`config.mk`:
```
export PLATFORM = sky130hd
export DESIGN_NAME = avg_pool_sequencer_flat
export DESIGN_NICKNAME = d
export VERILOG_FILES = /design/src/rtl/avg_pool_sequencer_if.sv /design/src/rtl/avg_pool_sequencer.sv /design/src/flat_wrapper.sv
export SDC_FILE = /design/constraint.sdc
export NUM_CORES = 2
export LEC_CHECK = 0
export CORE_ASPECT_RATIO = 0.9
export CORE_MARGIN = 2
export CORE_UTILIZATION = 40
export DETAILED_ROUTE_END_ITERATION = 12
export GPL_ROUTABILITY_DRIVEN = 1
export MAX_ROUTING_LAYER = met4
export PLACE_DENSITY = 0.56
export SETUP_SLACK_MARGIN = 0.15
export SLEW_MARGIN = 20
export SYNTH_ARGS = -nofsm -noshare
export SYNTH_HDL_FRONTEND = slang
export SYNTH_SLANG_ARGS = --single-unit
```
`constraint.sdc`:
```
create_clock -name i_clk -period 12.1 [get_ports i_clk]
set_clock_uncertainty 0.15 [all_clocks]
set_input_delay 3.63 -clock i_clk [delete_from_list [all_inputs] [get_ports i_clk]]
set_output_delay 3.63 -clock i_clk [all_outputs]
set_load 0.01 [all_outputs]
```
`src/rtl/avg_pool_sequencer_if.sv`:
```
// ---------------------------------------------------------------------------
// avg_pool_sequencer_if
// Groups the pixel-stream and average-write handshakes of avg_pool_sequencer.
//   i_valid   : pixel valid (upstream -> sequencer)
//   i_pixel   : 16 signed int8 channels, channel c at [8c+7:8c]
//   o_ready   : pixel accept (sequencer -> upstream)
//   o_wrValid : write beat valid (sequencer -> decoder)
//   i_wrReady : decoder accepts the beat
//   o_opcode  : average-write opcode 32..37, 0 when idle
//   o_avg     : three int8 result lanes, lane k at [8k+7:8k]
//   o_done    : one-cycle pulse after the last beat is accepted
// slave  = sequencer side, master = stream source / decoder side.
// ---------------------------------------------------------------------------
interface avg_pool_sequencer_if;
    logic         i_valid;
    logic [127:0] i_pixel;
    logic         o_ready;
    logic         o_wrValid;
    logic         i_wrReady;
    logic [5:0]   o_opcode;
    logic [23:0]  o_avg;
    logic         o_done;

    modport slave (
        input  i_valid, i_pixel, i_wrReady,
        output o_ready, o_wrValid, o_opcode, o_avg, o_done
    );

    modport master (
        output i_valid, i_pixel, i_wrReady,
        input  o_ready, o_wrValid, o_opcode, o_avg, o_done
    );
endinterface

```
`src/rtl/avg_pool_sequencer.sv`:
```
// ---------------------------------------------------------------------------
// avg_pool_sequencer
// Global-average-pooling sequencer for the MobileNet head. Accumulates
// PIXELS 16-channel int8 pixels, scales each channel sum by a fixed-point
// reciprocal (RECIP / 2^SHIFT, round-half-up, saturated to int8) and then
// issues average-write opcodes 32..37, three result lanes per beat.
//   i_clk : clock, rising edge
//   i_rst : synchronous active-high reset
//   bus   : avg_pool_sequencer_if.slave (pixel stream in, write beats out)
// All handshake outputs are registers; there is no combinational path from
// i_valid or i_wrReady to any output.
// ---------------------------------------------------------------------------
module avg_pool_sequencer #(
    parameter int PIXELS = 49,
    parameter int ACC_W  = 16,
    parameter int RECIP  = 1337,
    parameter int SHIFT  = 16
) (
    input  logic                  i_clk,
    input  logic                  i_rst,
    avg_pool_sequencer_if.slave   bus
);

    localparam int CNT_W  = (PIXELS > 1) ? $clog2(PIXELS) : 1;
    // ACC_W signed times a positive 17-bit multiplier, plus headroom.
    localparam int PROD_W = ACC_W + 18;

    localparam logic [CNT_W-1:0]         LAST_PIX = CNT_W'(PIXELS - 1);
    localparam longint                   ROUND_L  = longint'(1) << (SHIFT - 1);
    localparam logic signed [PROD_W-1:0] RECIP_S  = PROD_W'(RECIP);
    localparam logic signed [PROD_W-1:0] ROUND_S  = PROD_W'(ROUND_L);
    localparam logic signed [PROD_W-1:0] MAX8     = PROD_W'(127);
    localparam logic signed [PROD_W-1:0] MIN8     = -PROD_W'(128);

    typedef enum logic [1:0] {
        ACCUM = 2'd0,
        CALC  = 2'd1,
        WRITE = 2'd2
    } state_t;

    state_t                  state_reg;
    logic signed [ACC_W-1:0] acc_reg [16];
    logic [CNT_W-1:0]        cnt_reg;
    logic [127:0]            avg_reg;
    logic [2:0]              beat_reg;
    logic                    ready_reg;
    logic                    wr_valid_reg;
    logic [5:0]              opcode_reg;
    logic [23:0]             avg_out_reg;
    logic                    done_reg;

    logic signed [ACC_W-1:0] pix_ext [16];
    logic [127:0]            avg_next;
    logic                    pix_accept;
    logic                    beat_accept;

    // ready_reg is only ever high in ACCUM, so this also gates by state.
    assign pix_accept  = bus.i_valid && ready_reg;
    assign beat_accept = wr_valid_reg && bus.i_wrReady;

    // Per-channel sign extension and scaled, rounded, saturated average.
    generate
        for (genvar gi = 0; gi < 16; gi++) begin : g_chan
            logic signed [PROD_W-1:0] prod;
            logic signed [PROD_W-1:0] rnd;

            assign pix_ext[gi] = ACC_W'($signed(bus.i_pixel[8*gi +: 8]));
            assign prod        = PROD_W'(acc_reg[gi]) * RECIP_S;
            assign rnd         = (prod + ROUND_S) >>> SHIFT;
            assign avg_next[8*gi +: 8] = (rnd > MAX8) ? 8'h7F :
                                         (rnd < MIN8) ? 8'h80 : rnd[7:0];
        end
    endgenerate

    // Lanes carried by beat b: three consecutive channels, except the last
    // beat, which carries channel 15 alone with zeroed upper lanes.
    function automatic logic [23:0] beat_lanes(input logic [127:0] v,
                                               input logic [2:0]   b);
        logic [23:0] w;
        if (b >= 3'd5) begin
            w = {16'd0, v[127:120]};
        end else begin
            w = v[int'(b) * 24 +: 24];
        end
        return w;
    endfunction

    always_ff @(posedge i_clk) begin
        if (i_rst) begin
            state_reg    <= ACCUM;
            for (int c = 0; c < 16; c++) begin
                acc_reg[c] <= '0;
            end
            cnt_reg      <= '0;
            avg_reg      <= '0;
            beat_reg     <= '0;
            ready_reg    <= 1'b1;
            wr_valid_reg <= 1'b0;
            opcode_reg   <= '0;
            avg_out_reg  <= '0;
            done_reg     <= 1'b0;
        end else begin
            done_reg <= 1'b0;
            case (state_reg)
                ACCUM: begin
                    if (pix_accept) begin
                        for (int c = 0; c < 16; c++) begin
                            acc_reg[c] <= acc_reg[c] + pix_ext[c];
                        end
                        if (cnt_reg == LAST_PIX) begin
                            state_reg <= CALC;
                            ready_reg <= 1'b0;
                        end else begin
                            cnt_reg <= cnt_reg + 1'b1;
                        end
                    end
                end

                CALC: begin
                    // Latch all averages and present the first beat directly
                    // from the freshly computed values.
                    avg_reg      <= avg_next;
                    state_reg    <= WRITE;
                    beat_reg     <= 3'd0;
                    wr_valid_reg <= 1'b1;
                    opcode_reg   <= 6'd32;
                    avg_out_reg  <= beat_lanes(avg_next, 3'd0);
                end

                WRITE: begin
                    if (beat_accept) begin
                        if (beat_reg == 3'd5) begin
                            state_reg    <= ACCUM;
                            for (int c = 0; c < 16; c++) begin
                                acc_reg[c] <= '0;
                            end
                            cnt_reg      <= '0;
                            beat_reg     <= 3'd0;
                            wr_valid_reg <= 1'b0;
                            opcode_reg   <= '0;
                            avg_out_reg  <= '0;
                            done_reg     <= 1'b1;
                            ready_reg    <= 1'b1;
                        end else begin
                            beat_reg    <= beat_reg + 3'd1;
                            opcode_reg  <= opcode_reg + 6'd1;
                            avg_out_reg <= beat_lanes(avg_reg, beat_reg + 3'd1);
                        end
                    end
                end

                default: begin
                    state_reg    <= ACCUM;
                    ready_reg    <= 1'b1;
                    wr_valid_reg <= 1'b0;
                    opcode_reg   <= '0;
                end
            endcase
        end
    end

    assign bus.o_ready   = ready_reg;
    assign bus.o_wrValid = wr_valid_reg;
    assign bus.o_opcode  = opcode_reg;
    assign bus.o_avg     = avg_out_reg;
    assign bus.o_done    = done_reg;

endmodule

```
`src/flat_wrapper.sv`:
```
// flat-port wrapper written by rule: the top's interface ports become plain ports
module avg_pool_sequencer_flat 
#(
    parameter int PIXELS = 49,
    parameter int ACC_W  = 16,
    parameter int RECIP  = 1337,
    parameter int SHIFT  = 16
)
  (i_clk, i_rst, bus_i_valid, bus_i_pixel, bus_i_wrReady, bus_o_ready, bus_o_wrValid, bus_o_opcode, bus_o_avg, bus_o_done);
  avg_pool_sequencer_if bus_i ();
  input  logic i_clk;
  input  logic i_rst;
  input wire logic [$bits(bus_i.i_valid)-1:0] bus_i_valid;
  input wire logic [$bits(bus_i.i_pixel)-1:0] bus_i_pixel;
  input wire logic [$bits(bus_i.i_wrReady)-1:0] bus_i_wrReady;
  output wire logic [$bits(bus_i.o_ready)-1:0] bus_o_ready;
  output wire logic [$bits(bus_i.o_wrValid)-1:0] bus_o_wrValid;
  output wire logic [$bits(bus_i.o_opcode)-1:0] bus_o_opcode;
  output wire logic [$bits(bus_i.o_avg)-1:0] bus_o_avg;
  output wire logic [$bits(bus_i.o_done)-1:0] bus_o_done;
  assign bus_i.i_valid = bus_i_valid;
  assign bus_i.i_pixel = bus_i_pixel;
  assign bus_i.i_wrReady = bus_i_wrReady;
  assign bus_o_ready = bus_i.o_ready;
  assign bus_o_wrValid = bus_i.o_wrValid;
  assign bus_o_opcode = bus_i.o_opcode;
  assign bus_o_avg = bus_i.o_avg;
  assign bus_o_done = bus_i.o_done;
  avg_pool_sequencer #(.PIXELS(PIXELS), .ACC_W(ACC_W), .RECIP(RECIP), .SHIFT(SHIFT)) u_core (.i_clk(i_clk), .i_rst(i_rst), .bus(bus_i));
endmodule
```
==> results.md <==
- The number of gates resized after CTS was 0.
- The total of fill cells in the finished design is 18900.
- Summing over every cut layer, the via total after detailed routing is 57300.
- Among all flip-flop cells after synthesis, the most frequent one is sky130_fd_sc_hd__dfxtp_1.
- The floorplan step set the die width to 472 um.
- The tool flagged a number of max-cap violations equal to 0.
- The critical path's top delay family is compound AO/OA/AOI/OAI gates.
- The fraction of the cycle the final worst path needs is 0.587.
- The placer's final routability congestion estimate is 0.865.
- In this run, synthesis produced a sequential element count of 428.
- The floorplan has 154 rows.
- After synthesis, the cell types taking the most area are sky130_fd_sc_hd__ha_1 (27%), sky130_fd_sc_hd__fa_1 (24%), sky130_fd_sc_hd__inv_1 (9.6%), sky130_fd_sc_hd__dfxtp_1 (7.6%), sky130_fd_sc_hd__edfxtp_1 (4.9%).
- For the worst-skew pair, the clock arrives at the later sink with an insertion delay of 0.71 ns.
- From synthesis to final layout, the design area changed by 8.55%.
- In this run the critical register-to-register path is launched from u_core.acc_reg[0][15]$_SDFFCE_PN0P_.
- In this run, CTS created clock tree buffers numbering 58.
- The die covers 0.200 mm^2.
- The number of warnings printed during yosys synthesis is 0.
- The share of flip-flops with an asynchronous set or reset after synthesis is 0.
- The clock transition at the registers of the reported paths is 0.06 ns.
- The critical path starts at u_core.acc_reg[0][15]$_SDFFCE_PN0P_.
- Of the cells placed in the final design, the portion with a size suffix greater than 1 is 0.0290.
- The count of hold buffers inserted by post-cts repair is 0.
- The average vias per placed instance is 5.05.
- The finished layout holds 11300 standard cells, fillers aside.
- The startpoint of the worst hold path is u_core.avg_reg[2]$_SDFFE_PP0P_.
- For this configuration, the core starts out at a cell density of 0.402.
- The level count of the clock H-tree is 2.
- The cell at the root of the clock tree is sky130_fd_sc_hd__clkbuf_16.
- Headroom to the max-slew limit came out at 0.269.
- Static timing analysis puts the maximum clock frequency at 141 MHz.
- The number of antenna violations at the first check in global routing is 11.
- The footprint of the multi-input gates is 0.0608 mm^2.
- The library cell occupying the most area in the post-synthesis netlist is sky130_fd_sc_hd__ha_1.
- In this run the cell area measured after placement is 0.0834 mm^2.
- The number of endpoints with negative hold slack in the final report is 0.
- The final max-slew violation count is 0.
- The net count of the finished layout is 11500.
- The final routed wirelength across all metal layers is 184000 um.
- For this block, the initial DRC count from the detailed router was 2487.
- In this run the deepest clock path goes through 3 buffers.
- The number of flops mapped to enable cells by yosys is 128.
- The worst path arrival time is 7.57 ns.
- The slew of the pin with the lowest slew margin is 1.10 ns.
- The startpoint type of the worst setup path is a flop.
- The minimum period implied by the final worst setup slack is 7.11 ns.
- The count of unresolved DRC violations after routing is 0.
- Entering global routing, the biggest net connects 69 pins.
- Across the VDD grid, the largest voltage drop is 0.166 mV.
- The slowest stage of the critical path belongs to the cell sky130_fd_sc_hd__edfxtp_1.
- In this run the static leakage power is 45.0 nW.
- The design draws 0.0184 W.
- The signal on the critical path passes through ha_1 > xnor2_1 > ha_1 > fa_1 > fa_1 > inv_1 > fa_1 > inv_1 > ha_1 > a21o_1 > a21o_1 > a22o_1 > a211o_1 > o31ai_1 > and2_1 > o32ai_1 > a2111oi_0 > a21oi_1 > a31oi_1.
- The die span in y is 425 um.
- The detailed-placement wirelength estimate is 152000 um.
- The area taken by flip-flops and latches is 0.00985 mm^2.
- Data on the critical path is required at its endpoint by 12.56 ns.
- The register with the most flip-flops in the layout has 256 of them.
- On the worst path, the slowest cell contributes a delay of 0.94 ns.
- The top cell types in the final layout, fill and taps aside, are sky130_fd_sc_hd__inv_1 (2008), sky130_fd_sc_hd__ha_1 (1678), sky130_fd_sc_hd__fa_1 (960).
- The setup total negative slack is 0 ns.
- The number of sinks on the clock net is 428.
- The number of global-route vias before repair is 59300.
- Each instance of the synthesized netlist takes up on average 9.15 um^2.
- The fraction of post-synthesis cell area in the top cell type by area is 0.267.
- The number of detailed-routing iterations run before antenna repair is 5.
- At the end of the flow the core is filled with cells to 0.437.
- In this run the count of I/O pins placed on the die edge is 165.
- The total non-filler cell area in the finished layout is 0.0854 mm^2.
- The total nets after synthesis is 11400.
- Buffers added to address setup during post-CTS repair amount to 0.
- Setup repair after global routing left no endpoint under its margin.
- The library cell used most frequently in the layout, excluding fill and tap cells, is sky130_fd_sc_hd__inv_1.
- The synthesized instance count is 8603.
- The maximum fanout encountered on the critical timing path is 21.
- The count of distinct cell types in the synthesized netlist is 98.
- TritonCTS built the clock tree.
- In this run the remaining antenna-violating nets after routing total 0.
- The type of the setup path with the least slack is reg2reg.
- Across every metal layer, demand over resource in global routing totals 0.193.
- Dividing total power by cell area gives a power density of 216 mW/mm^2.
- After detailed routing, the average wire length per cell comes to 16.2 um.
- The number of endpoints failing setup at the final stage is 0.
- Of the synthesized area, sequential elements account for 0.125.
- The number of instances in the placed design is 11200.
- Summed over all layers, the global routing overflow is 0.
- In this run the worst hold path is classified as reg2reg.
- The core region is 0.196 mm^2.
- The synthesized netlist occupies a cell area of 0.0787 mm^2.
- The worst setup path is captured at a flop.
- Counting both buffers and inverters, the worst setup path holds a total of 2.
- The flow ran to the end, and the final reports show no timing, DRC or antenna violations.
- Buffers placed on the I/O ports in this run total 164.
- The first global-routing pass estimated 307000 um of wire.
## power by group
group / leakage (nW) / total (W) / internal (W) / switching [W]
clock network: 0.986 / 0.00185 / 0.00109 / 0.000765
logic: 40.2 / 0.0146 / 0.00601 / 0.00857
registers: 3.85 / 0.00199 / 0.00161 / 0.000385
## cell type report
| type | count | area share |
|---|---|---|
| Multi-Input combinational cell | 6014 | 0.712 |
| Clock buffer | 83 | 0.0204 |
| Timing Repair Buffer | 200 | 0.0224 |
| Antenna cell | 9 | 0.000264 |
| Inverter | 2010 | 0.0883 |
| Sequential cell | 428 | 0.115 |
| Clock inverter | 21 | 0.00327 |
| Tap cell | 2574 | 0.0377 |
## final timing paths
kind              depth (start not counted)  slack (ns)                          endpoint
setup reg to reg                         19        4.99  u_core.bus.o_avg[1]$_SDFFE_PP0P_
hold reg to reg                           2        0.31    u_core.avg_reg[2]$_SDFFE_PP0P_
hold / removal                            2        0.31    u_core.avg_reg[2]$_SDFFE_PP0P_
setup / recovery                         19        4.99  u_core.bus.o_avg[1]$_SDFFE_PP0P_
## metal layers
| layer | up-vias | global-route usage | wire length [um] |
|---|---|---|---|
| li1 | 28600 | - | - |
| met1 | 27800 | 0.251 | 85300 |
| met2 | 657 | 0.324 | 87600 |
| met3 | 186 | 0.0139 | 5300 |
| met4 | 0 | 0.0550 | 5580 |
| met5 | - | - | 0 |
## logic make-up (layout without fill, tap and decap cells)
logic type      count (synthesis)  in the layout  share of synthesized area
compound gates               1354           1354                      0.114
xor+xnor                      337            337                     0.0375
mux                            50             50                     0.0103
buf+inv                      2161           2314                      0.103
simple gates                 1631           1631                     0.0984
flops                         428            428                      0.125
other cells                     0              9                          0
fa+ha+maj                    2642           2642                      0.512
## worst register-to-register path: stages, from the launching register on
cell                        delay, ns
sky130_fd_sc_hd__edfxtp_1        0.94
sky130_fd_sc_hd__ha_1            0.42
sky130_fd_sc_hd__xnor2_1         0.15
sky130_fd_sc_hd__ha_1            0.33
sky130_fd_sc_hd__fa_1            0.45
sky130_fd_sc_hd__fa_1            0.52
sky130_fd_sc_hd__inv_1           0.05
sky130_fd_sc_hd__fa_1            0.47
sky130_fd_sc_hd__inv_1           0.04
sky130_fd_sc_hd__ha_1            0.33
sky130_fd_sc_hd__a21o_1          0.18
sky130_fd_sc_hd__a21o_1          0.18
sky130_fd_sc_hd__a22o_1          0.24
sky130_fd_sc_hd__a211o_1         0.32
sky130_fd_sc_hd__o31ai_1         0.49
sky130_fd_sc_hd__and2_1          0.25
sky130_fd_sc_hd__o32ai_1         0.09
sky130_fd_sc_hd__a2111oi_0       0.80
sky130_fd_sc_hd__a21oi_1         0.38
sky130_fd_sc_hd__a31oi_1         0.23
## cells in the mapped netlist (all sizes together) (19+ instances only)
cell and number:
a211o 19, a211oi 94, a21boi 38, a21o 124, a21oi 401, a221o 21
a31oi 61, and2 22, and3 76, buf 25, clkbuf 126, dfxtp 300
edfxtp 128, fa 960, ha 1680, inv 2008, mux4 24, nand2 406
nand2b 39, nand3 136, nand4 48, nor2 486, nor2b 61, nor3 184
nor3b 23, o211ai 47, o21a 48, o21ai 259, o41ai 26, or2 38
or3 37, xnor2 226, xor2 111
## per-stage QoR
step / hold WS, ns / setup WS [ns]
global placement: 0.290 / 4.28
finish: 0.315 / 4.99
detailed placement: 0.294 / 4.29
floorplan: 0.278 / 4.45
CTS: 0.313 / 4.97
global route: 0.325 / 4.50
Note: power is estimated with default switching activity, not from simulation.
